$ cat src/rtl/pc_unit.sv
// ----------------------------------------------------------------------------
// pc_unit -- program counter with a BOOT / RUN / HALTED control FSM.
//
// Ports
//   clk            in   1   rising-edge clock
//   rst_n          in   1   asynchronous active-low reset
//   stall          in   1   hold pc while running
//   branch_taken   in   1   take pc_plus4 + (branch_offset << 2)
//   branch_offset  in  32   sign-extended word offset
//   jump           in   1   take {pc_plus4[31:28], jump_addr, 2'b00}
//   jump_addr      in  26   word-address field of the jump
//   halt           in   1   enter HALTED (dominates everything while running)
//   resume         in   1   leave HALTED for RUN
//   pc             out 32   current fetch address (registered)
//   pc_plus4       out 32   pc + 4, combinational
//   pc_valid       out  1   pc is a valid fetch address this cycle (RUN only)
//   halted         out  1   block is in HALTED
// ----------------------------------------------------------------------------
module pc_unit #(
    parameter logic [31:0] RESET_PC = 32'h0000_0000
) (
    input  logic        clk,
    input  logic        rst_n,
    input  logic        stall,
    input  logic        branch_taken,
    input  logic [31:0] branch_offset,
    input  logic        jump,
    input  logic [25:0] jump_addr,
    input  logic        halt,
    input  logic        resume,
    output logic [31:0] pc,
    output logic [31:0] pc_plus4,
    output logic        pc_valid,
    output logic        halted
);

    typedef enum logic [1:0] {
        BOOT   = 2'd0,
        RUN    = 2'd1,
        HALTED = 2'd2
    } state_t;

    state_t      r_state, w_state_nxt;
    logic [31:0] r_pc,    w_pc_nxt;

    logic [31:0] w_pc_plus4;
    logic [31:0] w_br_tgt;
    logic [31:0] w_jmp_tgt;
    logic [31:0] w_seq_or_br;
    logic [31:0] w_flow_pc;

    // Offset shift drops the top two bits; the add wraps at 32 bits.
    assign w_pc_plus4  = r_pc + 32'd4;
    assign w_br_tgt    = w_pc_plus4 + {branch_offset[29:0], 2'b00};
    assign w_jmp_tgt   = {w_pc_plus4[31:28], jump_addr, 2'b00};

    // Two-level select: branch first, then jump overrides it.
    assign w_seq_or_br = branch_taken ? w_br_tgt  : w_pc_plus4;
    assign w_flow_pc   = jump         ? w_jmp_tgt : w_seq_or_br;

    always_ff @(posedge clk or negedge rst_n) begin
        if (!rst_n) begin
            r_state <= BOOT;
            r_pc    <= RESET_PC;
        end else begin
            r_state <= w_state_nxt;
            r_pc    <= w_pc_nxt;
        end
    end

    always_comb begin
        w_state_nxt = r_state;
        w_pc_nxt    = r_pc;
        case (r_state)
            BOOT: begin
                w_state_nxt = RUN;
            end
            RUN: begin
                if (halt)
                    w_state_nxt = HALTED;
                else if (!stall)
                    w_pc_nxt = w_flow_pc;
            end
            HALTED: begin
                // halt held high keeps the block parked even with resume.
                if (resume && !halt)
                    w_state_nxt = RUN;
            end
            default: begin
                w_state_nxt = BOOT;
            end
        endcase
    end

    assign pc       = r_pc;
    assign pc_plus4 = w_pc_plus4;
    assign pc_valid = (r_state == RUN);
    assign halted   = (r_state == HALTED);

endmodule

$ cat config.mk
export PLATFORM = sky130hd
export DESIGN_NAME = pc_unit
export DESIGN_NICKNAME = d
export VERILOG_FILES = /design/src/rtl/pc_unit.sv
export SDC_FILE = /design/constraint.sdc
export NUM_CORES = 1
export LEC_CHECK = 0
export BUFFER_PORTS_ARGS = -buffer_cell sky130_fd_sc_hd__buf_2
export CAP_MARGIN = 25
export CELL_PAD_IN_SITES_DETAIL_PLACEMENT = 1
export CELL_PAD_IN_SITES_GLOBAL_PLACEMENT = 1
export CORE_ASPECT_RATIO = 1.2
export CORE_MARGIN = 2
export CORE_UTILIZATION = 40
export CTS_CLUSTER_SIZE = 30
export DETAILED_ROUTE_END_ITERATION = 6
export PLACE_DENSITY_LB_ADDON = 0.3
export SYNTH_ARGS = -nofsm -noshare
export SYNTH_HDL_FRONTEND = slang
export SYNTH_SLANG_ARGS = --single-unit
$ cat constraint.sdc
create_clock -name clk -period 5.4 [get_ports clk]
set_input_delay 1.35 -clock clk [delete_from_list [all_inputs] [get_ports clk]]
set_output_delay 1.35 -clock clk [all_outputs]
set_load 0.05 [all_outputs]
==> impl.org <==
** Critical path
- Required time worst endpoint :: approximately 5.6 ns
- Grouping stages by cell kind, the critical path spends the most delay in simple AND/OR/NAND/NOR gates.
- In this run the worst path has a maximum fanout of 8.
- Worst EP arrival :: 4.63 ns
- For this run, the slowest stage of the critical path takes ~0.57 ns.
- The worst setup path is launched from a flop.
- Worst Setup Path Type :: reg -> reg
- Depth of the worst register-to-register path :: 14
- Worst setup slack for register-to-register paths :: between 0.9 and 1 ns
- For this design, the slowest cell found on the critical path is sky130_fd_sc_hd__and4_1.
- The number of buffers and inverters on the critical path is 0.
- Most frequent CP cell :: sky130_fd_sc_hd__a21o_1
- FF-to-FF End :: pc[31]
- STA classifies the critical path endpoint as a flop.
- In this run the critical register-to-register path is launched from pc[8].
- Traced cell by cell, the critical path runs through nand4_1 -> nor2_1 -> and4_1 -> nand2_1 -> xnor2_1 -> ha_1 -> a21oi_1 -> o21bai_1 -> a21o_1 -> a221o_1 -> a21o_1 -> or3_1 -> and4_4 -> o31ai_2.

** Route
- Total routed wirelength :: roughly 15000 um
- The first TritonRoute pass finished after 4 iterations.
- DR WL/cell :: 19.8 um
- Count of routing violations after the opening detailed-route iteration :: 198
- Total vias in the final route :: 4515
- After detailed routing, the number of remaining DRC violations is 0.
- Remaining antenna violation count after routing :: 0
- In the routed layout, each cell is associated on average with a via count of between 5 and 6.

** Logic synthesis
- Number of flops mapped to enable cells by yosys :: 0
- Post-synthesis cell count :: around 520
- After synthesis, the largest family of logic cells by area is compound AO/OA/AOI/OAI gates.
- Of the total synthesized cell area, the portion taken by AND, OR, NAND and NOR gates is 0.237.
- For this run, the number of Yosys warnings is 0.
- Fraction of synthesis flops using an asynchronous set or reset pin :: 1.00
- sky130_fd_sc_hd__nand2_1 is the most common cell in the netlist.
- By count the netlist is led by 58 x sky130_fd_sc_hd__nand2_1, 48 x sky130_fd_sc_hd__nor2_1, 38 x sky130_fd_sc_hd__a21oi_1, 36 x sky130_fd_sc_hd__ha_1, 35 x sky130_fd_sc_hd__o21ai_0.
- Adder and majority gate portion of the synthesized area :: 0.119
- A synthesized cell averages approximately 7.6 um2.
- Fraction of synthesized cell area in xor and xnor cells :: 0.104
- Register bit count reported by yosys :: 32
- The portion of synthesized area spent on multiplexers is 0.0126.
- Netlist Area Pre-Place :: 3970 um2
- Yosys mapped the design onto 58 distinct sky130hd cell types.
- Sequential share of the synthesized area :: 0.202
- Largest cells by area after synthesis :: sky130_fd_sc_hd__dfrtp_1 20%, sky130_fd_sc_hd__ha_1 11%, sky130_fd_sc_hd__xor2_1 5.5%
- Share of Yosys cell area claimed by the top area cell type :: 0.202
- The compound-cell area share of the yosys netlist came to 0.282.
- Top_reg_cell synth :: sky130_fd_sc_hd__dfrtp_1
- Post-synthesis cell type with the largest combined area :: sky130_fd_sc_hd__dfrtp_1

** Final layout
- NumNets Final :: between 700 and 800
- Compared with the post-synthesis result, the final layout area differs by 22.0%.
- Of the cells placed in the final design, the portion with a size suffix greater than 1 is 0.242.
- Final-layout fill cell count :: between 1000 and 1500
- 0 antenna diodes ended up in the layout.
- Final instance area :: just under 5000 um2

** Hold path
- End point of the most critical hold path :: r_state[0]
- Min-delay worst type :: reg -> reg
- Counting instances, the worst hold path has a depth of 1.
- In this run the most critical hold path is launched from r_state[1].

** STA
- Setup violations remaining at the end of the flow were counted as 0.
- Fin Clk Skew :: about 0.0036 ns
- For the final routed database, the setup TNS stands at 0 ns.
- RSZ-0062 raised after global routing :: no
- Static timing analysis puts the maximum clock frequency at about 230 MHz.
- For the pin with the worst max-slew slack, the measured transition is approximately 0.88 ns.
- In the finished design, the share of the clock period the worst path needs comes to 0.823.
- The number of slew-limit violations in the final report was 0.
- Relative slew slack :: 0.413
- On the final layout, the worst hold slack is between 0.4 and 0.5 ns.
- The number of hold-slack violations in the final timing report came to 0.
- Final critical path time including I/O delays and setup :: about 4.4 ns
- Final setup margin :: approximately 0.96 ns

** Clock network
- CTS-repair resized insts :: 0
- The clock tree synthesis step divided the H-tree into 2 levels.
- In this run, CTS created clock tree buffers numbering 5.
- Clk sinks :: 32
- Clock-pin slew of the registers on the worst-case setup and hold paths :: about 0.060 ns
- The clock reaches the later pin of the worst-skew pair after ~0.28 ns.
- Maximum number of buffers from clock root to sink :: 2
- Clk root buf :: sky130_fd_sc_hd__clkbuf_16
- Post-CTS Repair Setup Buffers :: 0
- Hold-fix buffers at CTS :: 0
- TritonCTS built the clock tree.

** Floorplanning
- The floorplan step defined a die boundary enclosing roughly 11000 um2.
- The initialized floorplan defines 39 standard-cell rows.
- Count of pins on the block boundary :: ~130
- Die span in x :: approximately 95 um
- The die is 113 um tall.
- For this configuration, the core starts out at a cell density of 0.413.
- CORE AREA :: around 9600 um2

** Place
- Summing all placed instances gives a cell area of between 4000 and 5000 um2.
- Routability-driven placement finished with a final weighted congestion of around 0.91.
- Detailed placement HPWL :: 11500 um
- Number of buffers inserted by port buffering :: ~120
- Prior to clock tree synthesis, the placed netlist has a worst setup slack of about 1 ns.

** Flow run
- Reported max-cap violation count :: 0

** Outcome
- The run finished with clean final reports.

** Pwr
- Summed over all cells, the static leakage comes to approximately 2.4 nW.
- Overall power consumption after layout is estimated at between 3 and 4 mW.
- Power spread over the standard cell area amounts to between 700 and 800 nW/um2.
- Worst ir drop on vdd :: 0.442 mV

** Global routing
- Global-route wire length before repair :: about 24000 um
- Global routing finished with a remaining overflow of 0.
- In the global route stage, overall resource usage came out at 0.281.
- Number of antenna violations at the first check in global routing :: 0
- Number of global-route vias before repair :: around 4700
- Entering global routing, the biggest net connects 45 pins.
[cell usage in the layout (no fill, tap or decap), drive strengths merged, types with 14 or more instances in the layout]
cell and n:
nand2 59, buf 127, xor2 25, a21o 18
a21oi 40, dfrtp 32, nand4 14, ha 36
nand3 25, o21ai 43, nor2 48, xnor2 22
[worst reg2reg max path, cell delays in order, from the launching register on]
cell                       delay, ns
sky130_fd_sc_hd__dfrtp_1        0.49
sky130_fd_sc_hd__nand4_1        0.17
sky130_fd_sc_hd__nor2_1         0.38
sky130_fd_sc_hd__and4_1         0.57
sky130_fd_sc_hd__nand2_1        0.25
sky130_fd_sc_hd__xnor2_1        0.20
sky130_fd_sc_hd__ha_1           0.39
sky130_fd_sc_hd__a21oi_1        0.31
sky130_fd_sc_hd__o21bai_1       0.10
sky130_fd_sc_hd__a21o_1         0.21
sky130_fd_sc_hd__a221o_1        0.33
sky130_fd_sc_hd__a21o_1         0.20
sky130_fd_sc_hd__or3_1          0.34
sky130_fd_sc_hd__and4_4         0.20
sky130_fd_sc_hd__o31ai_2        0.21
[area by class of cell]
type,count,area [um2],share of cell area
tap,123,154,0.0318
inverter,13,48.8,0.0101
sequential,32,801,0.165
clock buffer,7,153,0.0315
timing repair buffer,127,643,0.133
clock inverter,1,30.0,0.00620
multi-input combinational,453,3010,0.622
[sequential cells by signal (all words and copies together), names as in the netlist]
signal   flops
r_state      2
pc          30
[logic make-up (layout without fill, tap and decap cells)]
family	count (synthesis)	after routing
AND/OR/NAND/NOR	193	193
AO/OA/AOI/OAI	167	167
XOR/XNOR	47	47
buffers and inverters	41	148
adder cells (fa/ha/maj)	37	37
flip-flops	32	32
multiplexers	5	5
other	1	4
[through the flow]
stage | utilization | cells
CTS | 0.504 | 756
finish | 0.504 | 756
detailed placement | 0.485 | 748
global placement | 0.485 | 748
floorplan | - | 526
global route | 0.504 | 756
[routing by layer]
layer / global-route usage / up-vias / share of wire
li1: - / 2139 / -
met4: 0.0870 / 0 / 0.019
met1: 0.330 / 2198 / 0.41
met5: 0 / - / 0
met2: 0.516 / 155 / 0.52
met3: 0.0413 / 23 / 0.058
[worst max path at each step]
stage                     endpoint   from  depth (start not counted)
after floorplan             pc[31]  pc[8]                         16
after global placement      pc[31]  pc[9]                         14
after detailed placement    pc[31]  pc[9]                         14
after CTS                   pc[31]  pc[9]                         14
after global routing        pc[31]  pc[8]                         14
final                       pc[31]  pc[8]                         14
[power breakdown]
group	switching [mW]	internal (mW)	leakage, nW
Clock	0.115	0.243	0.0901
Combinational	1.81	0.779	1.89
Sequential	0.194	0.350	0.387
Power figures use the tool's default switching activity.
